--- src/rtl/logic_unit_arbiter_if.sv ---
// logic_unit_arbiter_if: bundles the two request channels, the logic-unit
// drive/return signals and the response channel of logic_unit_arbiter.
// Optional feature macro: LU_ZERO_FLAG_EN adds the rsp_zero response bit.
// slave  = the arbiter side, master = the environment (requesters, logic unit,
// response consumer).
`timescale 1ns/1ps
interface logic_unit_arbiter_if;
  logic        req0_valid;
  logic        req0_ready;
  logic [2:0]  req0_op;
  logic [31:0] req0_a;
  logic [31:0] req0_b;
  logic        req1_valid;
  logic        req1_ready;
  logic [2:0]  req1_op;
  logic [31:0] req1_a;
  logic [31:0] req1_b;
  logic [2:0]  lu_op;
  logic [31:0] lu_a;
  logic [31:0] lu_b;
  logic [31:0] lu_result;
  logic        rsp_valid;
  logic        rsp_ready;
  logic        rsp_id;
  logic [31:0] rsp_result;
  logic        rsp_err;
`ifdef LU_ZERO_FLAG_EN
  logic        rsp_zero;

  modport slave (
    input  req0_valid, req0_op, req0_a, req0_b,
    input  req1_valid, req1_op, req1_a, req1_b,
    input  lu_result, rsp_ready,
    output req0_ready, req1_ready, lu_op, lu_a, lu_b,
    output rsp_valid, rsp_id, rsp_result, rsp_err, rsp_zero
  );
  modport master (
    output req0_valid, req0_op, req0_a, req0_b,
    output req1_valid, req1_op, req1_a, req1_b,
    output lu_result, rsp_ready,
    input  req0_ready, req1_ready, lu_op, lu_a, lu_b,
    input  rsp_valid, rsp_id, rsp_result, rsp_err, rsp_zero
  );
`else
  modport slave (
    input  req0_valid, req0_op, req0_a, req0_b,
    input  req1_valid, req1_op, req1_a, req1_b,
    input  lu_result, rsp_ready,
    output req0_ready, req1_ready, lu_op, lu_a, lu_b,
    output rsp_valid, rsp_id, rsp_result, rsp_err
  );
  modport master (
    output req0_valid, req0_op, req0_a, req0_b,
    output req1_valid, req1_op, req1_a, req1_b,
    output lu_result, rsp_ready,
    input  req0_ready, req1_ready, lu_op, lu_a, lu_b,
    input  rsp_valid, rsp_id, rsp_result, rsp_err
  );
`endif
endinterface

--- src/rtl/logic_unit_arbiter.sv ---
// logic_unit_arbiter: round-robin sequencer for the shared 32-bit bitwise
// logic unit. Accepts one operation at a time from two requesters, holds the
// operands on lu_* for SETTLE_CYCLES (legal 1..15) to cover the unit's gate
// delay, then captures lu_result into a response register held until taken.
// Optional feature macro: LU_ZERO_FLAG_EN adds rsp_zero (result == 0, forced
// to 1 for illegal-op responses).
`timescale 1ns/1ps
module logic_unit_arbiter #(
  parameter int SETTLE_CYCLES = 2
) (
  input  logic           clk,
  input  logic           reset,
  logic_unit_arbiter_if.slave bus
);

  localparam int          DATA_W      = 32;
  localparam logic [3:0]  SETTLE_INIT = 4'(SETTLE_CYCLES - 1);

  typedef enum logic [1:0] {
    IDLE   = 2'd0,
    SETTLE = 2'd1,
    DONE   = 2'd2
  } state_t;

  // Opcodes 6 and 7 have no logic-unit function.
  function automatic logic op_illegal(input logic [2:0] op);
    return (op[2:1] == 2'b11);
  endfunction

  state_t              state_q, state_d;
  logic                last_grant_q, last_grant_d;
  logic [3:0]          cnt_q, cnt_d;
  logic [2:0]          op_q, op_d;
  logic [DATA_W-1:0]   a_q, a_d;
  logic [DATA_W-1:0]   b_q, b_d;
  logic                rsp_id_q, rsp_id_d;
  logic [DATA_W-1:0]   rsp_result_q, rsp_result_d;
  logic                rsp_err_q, rsp_err_d;
`ifdef LU_ZERO_FLAG_EN
  logic                rsp_zero_q, rsp_zero_d;
`endif

  logic                grant;
  logic                any_valid;
  logic                ready0, ready1;
  logic                accept;
  logic [2:0]          sel_op;
  logic [DATA_W-1:0]   sel_a, sel_b;

  // Round-robin grant: a lone requester wins; on contention the one that was
  // not granted last time wins.
  always_comb begin
    any_valid = bus.req0_valid | bus.req1_valid;
    grant     = 1'b0;
    if (bus.req0_valid && bus.req1_valid) begin
      grant = ~last_grant_q;
    end else begin
      grant = bus.req1_valid;
    end
    sel_op = grant ? bus.req1_op : bus.req0_op;
    sel_a  = grant ? bus.req1_a  : bus.req0_a;
    sel_b  = grant ? bus.req1_b  : bus.req0_b;
  end

  // Readies only in IDLE and never during reset; at most one is high.
  assign ready0 = !reset && (state_q == IDLE) && any_valid && !grant;
  assign ready1 = !reset && (state_q == IDLE) && any_valid &&  grant;
  assign accept = (ready0 && bus.req0_valid) || (ready1 && bus.req1_valid);

  assign bus.req0_ready = ready0;
  assign bus.req1_ready = ready1;
  assign bus.lu_op      = op_q;
  assign bus.lu_a       = a_q;
  assign bus.lu_b       = b_q;
  assign bus.rsp_valid  = (state_q == DONE);
  assign bus.rsp_id     = rsp_id_q;
  assign bus.rsp_result = rsp_result_q;
  assign bus.rsp_err    = rsp_err_q;
`ifdef LU_ZERO_FLAG_EN
  assign bus.rsp_zero   = rsp_zero_q;
`endif

  // Next-state and register updates for the IDLE -> SETTLE -> DONE sequence.
  always_comb begin
    state_d      = state_q;
    last_grant_d = last_grant_q;
    cnt_d        = cnt_q;
    op_d         = op_q;
    a_d          = a_q;
    b_d          = b_q;
    rsp_id_d     = rsp_id_q;
    rsp_result_d = rsp_result_q;
    rsp_err_d    = rsp_err_q;
`ifdef LU_ZERO_FLAG_EN
    rsp_zero_d   = rsp_zero_q;
`endif
    case (state_q)
      IDLE: begin
        if (accept) begin
          last_grant_d = grant;
          rsp_id_d     = grant;
          if (op_illegal(sel_op)) begin
            // Illegal op never reaches the unit; operand registers keep
            // their previous contents.
            rsp_result_d = '0;
            rsp_err_d    = 1'b1;
`ifdef LU_ZERO_FLAG_EN
            rsp_zero_d   = 1'b1;
`endif
            state_d      = DONE;
          end else begin
            op_d    = sel_op;
            a_d     = sel_a;
            b_d     = sel_b;
            cnt_d   = SETTLE_INIT;
            state_d = SETTLE;
          end
        end
      end
      SETTLE: begin
        if (cnt_q == 4'd0) begin
          rsp_result_d = bus.lu_result;
          rsp_err_d    = 1'b0;
`ifdef LU_ZERO_FLAG_EN
          rsp_zero_d   = (bus.lu_result == '0);
`endif
          state_d      = DONE;
        end else begin
          cnt_d = cnt_q - 4'd1;
        end
      end
      DONE: begin
        if (bus.rsp_ready) begin
          state_d = IDLE;
        end
      end
      default: state_d = IDLE;
    endcase
  end

  // State and datapath registers; reset abandons any operation in flight.
  always_ff @(posedge clk or posedge reset) begin
    if (reset) begin
      state_q      <= IDLE;
      last_grant_q <= 1'b1;
      cnt_q        <= '0;
      op_q         <= '0;
      a_q          <= '0;
      b_q          <= '0;
      rsp_id_q     <= 1'b0;
      rsp_result_q <= '0;
      rsp_err_q    <= 1'b0;
`ifdef LU_ZERO_FLAG_EN
      rsp_zero_q   <= 1'b0;
`endif
    end else begin
      state_q      <= state_d;
      last_grant_q <= last_grant_d;
      cnt_q        <= cnt_d;
      op_q         <= op_d;
      a_q          <= a_d;
      b_q          <= b_d;
      rsp_id_q     <= rsp_id_d;
      rsp_result_q <= rsp_result_d;
      rsp_err_q    <= rsp_err_d;
`ifdef LU_ZERO_FLAG_EN
      rsp_zero_q   <= rsp_zero_d;
`endif
    end
  end

endmodule

--- src/flat_wrapper.sv ---
// flat-port wrapper written by rule: the top's interface ports become plain ports
module logic_unit_arbiter_flat 
#(
  parameter int SETTLE_CYCLES = 2
)
  (clk, reset, bus_req0_valid, bus_req0_op, bus_req0_a, bus_req0_b, bus_req1_valid, bus_req1_op, bus_req1_a, bus_req1_b, bus_lu_result, bus_rsp_ready, bus_req0_ready, bus_req1_ready, bus_lu_op, bus_lu_a, bus_lu_b, bus_rsp_valid, bus_rsp_id, bus_rsp_result, bus_rsp_err);
  logic_unit_arbiter_if bus_i ();
  input  logic clk;
  input  logic reset;
  input wire logic [$bits(bus_i.req0_valid)-1:0] bus_req0_valid;
  input wire logic [$bits(bus_i.req0_op)-1:0] bus_req0_op;
  input wire logic [$bits(bus_i.req0_a)-1:0] bus_req0_a;
  input wire logic [$bits(bus_i.req0_b)-1:0] bus_req0_b;
  input wire logic [$bits(bus_i.req1_valid)-1:0] bus_req1_valid;
  input wire logic [$bits(bus_i.req1_op)-1:0] bus_req1_op;
  input wire logic [$bits(bus_i.req1_a)-1:0] bus_req1_a;
  input wire logic [$bits(bus_i.req1_b)-1:0] bus_req1_b;
  input wire logic [$bits(bus_i.lu_result)-1:0] bus_lu_result;
  input wire logic [$bits(bus_i.rsp_ready)-1:0] bus_rsp_ready;
  output wire logic [$bits(bus_i.req0_ready)-1:0] bus_req0_ready;
  output wire logic [$bits(bus_i.req1_ready)-1:0] bus_req1_ready;
  output wire logic [$bits(bus_i.lu_op)-1:0] bus_lu_op;
  output wire logic [$bits(bus_i.lu_a)-1:0] bus_lu_a;
  output wire logic [$bits(bus_i.lu_b)-1:0] bus_lu_b;
  output wire logic [$bits(bus_i.rsp_valid)-1:0] bus_rsp_valid;
  output wire logic [$bits(bus_i.rsp_id)-1:0] bus_rsp_id;
  output wire logic [$bits(bus_i.rsp_result)-1:0] bus_rsp_result;
  output wire logic [$bits(bus_i.rsp_err)-1:0] bus_rsp_err;
  assign bus_i.req0_valid = bus_req0_valid;
  assign bus_i.req0_op = bus_req0_op;
  assign bus_i.req0_a = bus_req0_a;
  assign bus_i.req0_b = bus_req0_b;
  assign bus_i.req1_valid = bus_req1_valid;
  assign bus_i.req1_op = bus_req1_op;
  assign bus_i.req1_a = bus_req1_a;
  assign bus_i.req1_b = bus_req1_b;
  assign bus_i.lu_result = bus_lu_result;
  assign bus_i.rsp_ready = bus_rsp_ready;
  assign bus_req0_ready = bus_i.req0_ready;
  assign bus_req1_ready = bus_i.req1_ready;
  assign bus_lu_op = bus_i.lu_op;
  assign bus_lu_a = bus_i.lu_a;
  assign bus_lu_b = bus_i.lu_b;
  assign bus_rsp_valid = bus_i.rsp_valid;
  assign bus_rsp_id = bus_i.rsp_id;
  assign bus_rsp_result = bus_i.rsp_result;
  assign bus_rsp_err = bus_i.rsp_err;
  logic_unit_arbiter #(.SETTLE_CYCLES(SETTLE_CYCLES)) u_core (.clk(clk), .reset(reset), .bus(bus_i));
endmodule
--- config.mk ---
export PLATFORM = sky130hd
export DESIGN_NAME = logic_unit_arbiter_flat
export DESIGN_NICKNAME = d
export VERILOG_FILES = /design/src/rtl/logic_unit_arbiter_if.sv /design/src/rtl/logic_unit_arbiter.sv /design/src/flat_wrapper.sv
export SDC_FILE = /design/constraint.sdc
export NUM_CORES = 1
export LEC_CHECK = 0
export CAP_MARGIN = 20
export CORE_ASPECT_RATIO = 1.25
export CORE_UTILIZATION = 25
export DETAILED_ROUTE_END_ITERATION = 8
export DONT_BUFFER_PORTS = 1
export GPL_TIMING_DRIVEN = 0
export HOLD_SLACK_MARGIN = 0.15
export PLACE_DENSITY_LB_ADDON = 0.2
export SYNTH_ARGS = -nofsm -noshare
export SYNTH_HDL_FRONTEND = slang
export SYNTH_SLANG_ARGS = --single-unit
--- constraint.sdc ---
create_clock -name clk -period 6.7 [get_ports clk]
set_clock_uncertainty 0.15 [all_clocks]
set_input_delay 2.01 -clock clk [delete_from_list [all_inputs] [get_ports clk]]
set_output_delay 2.01 -clock clk [all_outputs]
set_load 0.02 [all_outputs]
==> summary.md <==
The final number of hold-violating endpoints is 0. The design draws 2.88 mW. For the total standard cell area after synthesis, the log shows 5110 um2. Average size of a mapped cell: 12.4 um2. The internal portion of the total power is 1.71 mW. The logs give 0 for the post-CTS setup buffer count and 2 for the maximum root-to-sink buffer count. The number of global-route vias before repair was 3403; the number of different library cells in the post-synthesis netlist was 27. The number of vias per cell after detailed routing came out at 4.55. The total placed cells including tap cells is 683.

Sorting the synthesized cells by area gives the leading types as sky130_fd_sc_hd__dfrtp_1 52%, sky130_fd_sc_hd__mux2_2 22%, sky130_fd_sc_hd__mux2_4 8.5%. For the overall die area, the log shows 21000 um2. TritonCTS built the clock tree. Across every metal layer, demand over resource in global routing totals 11.4%.

Static timing analysis puts the maximum clock frequency at 0.187 GHz. Entering global routing, the biggest net connects 58 pins. The CTS clock-pin slew for the worst setup and hold paths was 70 ps. Of the total power, combinational logic draws 25.2%. The total of warnings raised by yosys is 0. Along the worst path, the maximum fanout reaches 10. Summed over all nets, the half-perimeter wirelength after detailed placement is 9250 um. H-tree depth: 3.

During placement, the flow inserted port buffers numbering 0. The initial utilization of the core area, before any placement, comes to 25.4%. The layout cell share with drive strength beyond 1 is 37.8%, and the wire length after detailed routing is 12000 um. The tools report the first-pass GRT wire length as 17900 um. The proportion of netlist area held by the largest area contributor is 52.4%. The tools report the count of instances resized after the clock tree is built as 0. Power spread over the standard cell area amounts to 496 nW/um2. STA classifies the critical path endpoint as an output pin. The sequential cell area fraction in the yosys report is 52.9%.

Dividing the detail-routed wire length by the instance count gives 17.2 um. Per report_power, the clock group accounts for 20.6% of the total. The run finished with clean final reports. For this block, the initial DRC count from the detailed router was 87. Counting every instance in the synthesized netlist gives 412. Clock network latency to the later pin of the worst-skew pair: 350 ps. The DRC violation count after routing came out at 0.

Setup repair after global routing left no endpoint under its margin. IR analysis of the VDD net gives a maximum drop of 0.000162 V. Compared with the post-synthesis result, the final layout area differs by 13.7%. Row count: 58.

The residual overflow from global routing is 0, and the die extent in y is 162 um. The net switching fraction of the power is 40.6%, and the time the final worst path needs with I/O delays and setup is 5340 ps. The clock buffer count from CTS is 9.

The logs give 0 for the initial antenna violation count and 54.2% for the register share of total power. For the worst path required time, the log shows 4540 ps. The count of antenna-violating nets left after detailed routing came out at 0. For the net switching component of the power, the log shows 1.17 mW. The logs give 0.725 for the placer congestion estimate and 313 ps for the hold slack. The setup TNS is 0 ps. The class of the most critical hold timing path is register to register. By startpoint and endpoint, the worst setup path is classified as input port to output pin.

For this design the top-level I/O count stands at 275. Summing all non-filler instances in the final layout gives an area of 5810 um2. The count of non-filler cells in the finished layout came out at 699.

Summing all placed instances gives a cell area of 5480 um2. The die extent in x was 130 um; the count of pins over their slew limit was 0. The tree is rooted in a sky130_fd_sc_hd__clkbuf_16. For the pin with the worst max-slew slack, the measured transition is 716 ps.

The total area inside the core boundary comes to 20100 um2. Across all layers, the routed design uses 3182 vias. Setup violations remaining at the end of the flow were counted as 0. Summed over all cells, the static leakage comes to 2.44 nW.

The tool flagged a number of max-cap violations equal to 0. The ratio of final minimum period to clock period is 79.7%, and the detailed-router iteration count before antenna repair is 4. Headroom to the max-slew limit came out at 52.3%. sky130_fd_sc_hd__dfrtp_1 takes more of the synthesized area than any other cell.

For this run, the post-layout net count is 596. Data on the critical path arrives at its endpoint at 3180 ps. The number of antenna diodes in the final layout is 0.

The number of clock sinks seen by CTS was 108. Quantity of hold-fixing buffers added after cts: 0. The tools report the critical path launch point type as an input port. After synthesis the netlist holds a flip-flop and latch count of 108.

The number of nets handed over by synthesis was 584.
critical path, cell delays in order:
cell and delay, ps:
sky130_fd_sc_hd__a21boi_1 160, sky130_fd_sc_hd__buf_6 210, sky130_fd_sc_hd__clkbuf_1 390, sky130_fd_sc_hd__nand2_1 180, sky130_fd_sc_hd__inv_1 220
through the flow:
stage          worst slack, ps  utilization (%)
2_1_floorplan             1650                -
3_3_place_gp               388             27.1
3_5_place_dp              1310             27.2
4_1_cts                   1300             28.9
5_1_grt                   1250             28.9
6_report                  1360             28.9
final cells by class:
| type | count | area, um2 |
|---|---|---|
| fillers | 2073 | 14300 |
| plain buffers | 26 | 140 |
| multi-input cells | 273 | 2250 |
| inverters | 5 | 21.3 |
| well taps | 270 | 338 |
| repair buffers | 1 | 27.5 |
| clock inverters | 7 | 105 |
| clock buffers | 9 | 225 |
| flip-flops and latches | 108 | 2700 |
registers in the layout, indices dropped and copies added (netlist names):
| signal | count |
|---|---|
| u_core.bus.rsp_result | 32 |
| u_core.bus.rsp_id | 1 |
| u_core.bus.lu_a | 32 |
| u_core.last_grant_q | 1 |
| u_core.bus.lu_op | 3 |
| u_core.state_q | 2 |
| u_core.bus.lu_b | 32 |
| u_core.cnt_q | 4 |
| u_core.bus.rsp_err | 1 |
cells in the mapped netlist:
master and number:
sky130_fd_sc_hd__a211o_1 1, sky130_fd_sc_hd__a21boi_1 1, sky130_fd_sc_hd__a21o_1 1, sky130_fd_sc_hd__a21oi_1 2, sky130_fd_sc_hd__a31o_2 1, sky130_fd_sc_hd__a31oi_1 4, sky130_fd_sc_hd__and2_1 2, sky130_fd_sc_hd__buf_2 4
sky130_fd_sc_hd__buf_6 5, sky130_fd_sc_hd__clkbuf_1 17, sky130_fd_sc_hd__dfrtp_1 107, sky130_fd_sc_hd__dfstp_2 1, sky130_fd_sc_hd__ha_1 1, sky130_fd_sc_hd__inv_1 5, sky130_fd_sc_hd__mux2_2 102, sky130_fd_sc_hd__mux2_4 29
sky130_fd_sc_hd__nand2_1 79, sky130_fd_sc_hd__nand2b_1 2, sky130_fd_sc_hd__nand3_1 1, sky130_fd_sc_hd__nor2_1 4, sky130_fd_sc_hd__nor2b_1 2, sky130_fd_sc_hd__nor3b_1 2, sky130_fd_sc_hd__nor4_2 1, sky130_fd_sc_hd__o21ai_0 34
sky130_fd_sc_hd__o22ai_1 1, sky130_fd_sc_hd__or3b_2 1, sky130_fd_sc_hd__or4_1 2
cell families after synthesis:
logic type                 share of synthesized area [%]
AOI/OAI and AO/OA                                   4.78
adders and majority gates                          0.245
buffers and inverters                               3.11
DFF                                                 52.9
muxes                                               31.0
and+or+nand+nor                                     7.93
routing by layer:
layer  wire (um)  up-vias  GRT usage, %
met3        1250       10          5.07
met1        4470     1544          11.4
met5           0        -             0
met4         123        0          3.49
li1            -     1447             -
met2        6190      181          20.9
layout by cell type (no fill, tap or decap), types with 3 or more instances in the layout:
cell and instances:
sky130_fd_sc_hd__mux2_4 29, sky130_fd_sc_hd__a31oi_1 4, sky130_fd_sc_hd__inv_1 4, sky130_fd_sc_hd__clkbuf_16 9, sky130_fd_sc_hd__clkbuf_1 17, sky130_fd_sc_hd__nand2_1 79
sky130_fd_sc_hd__buf_2 4, sky130_fd_sc_hd__mux2_2 102, sky130_fd_sc_hd__inv_6 3, sky130_fd_sc_hd__nor2_1 4, sky130_fd_sc_hd__o21ai_0 34, sky130_fd_sc_hd__buf_6 5
sky130_fd_sc_hd__dfrtp_1 107
power groups by stage:
stage / logic, mW / registers (mW) / clock network [mW]
final: 0.724 / 1.56 / 0.594
after global routing: 0.815 / 1.60 / 0.652
after CTS: 0.744 / 1.57 / 0.624
after detailed placement: 0.745 / 1.58 / 0
after global placement: 0.710 / 1.58 / 0
after floorplan: 0.617 / 1.49 / 0
path summary, 6_finish.rpt:
path / from / to / slack (ps) / cells past startpoint
worst max-delay path: bus_req1_valid / bus_req1_ready / 1360 / 5
worst min-delay path: u_core.last_grant_q$_DFFE_PP1P_ / u_core.last_grant_q$_DFFE_PP1P_ / 310 / 2
worst max register to register: u_core.state_q[0]$_DFFE_PP0P_ / u_core.bus.lu_a[20]$_DFFE_PP0P_ / 4270 / 6
worst min register to register: u_core.last_grant_q$_DFFE_PP1P_ / u_core.last_grant_q$_DFFE_PP1P_ / 310 / 2
max in group asynchronous: reset / u_core.last_grant_q$_DFFE_PP1P_ / 4210 / 2
min in group asynchronous: reset / u_core.state_q[1]$_DFFE_PP0P_ / 1470 / 1
No activity file was read; power rests on OpenSTA's default activity.
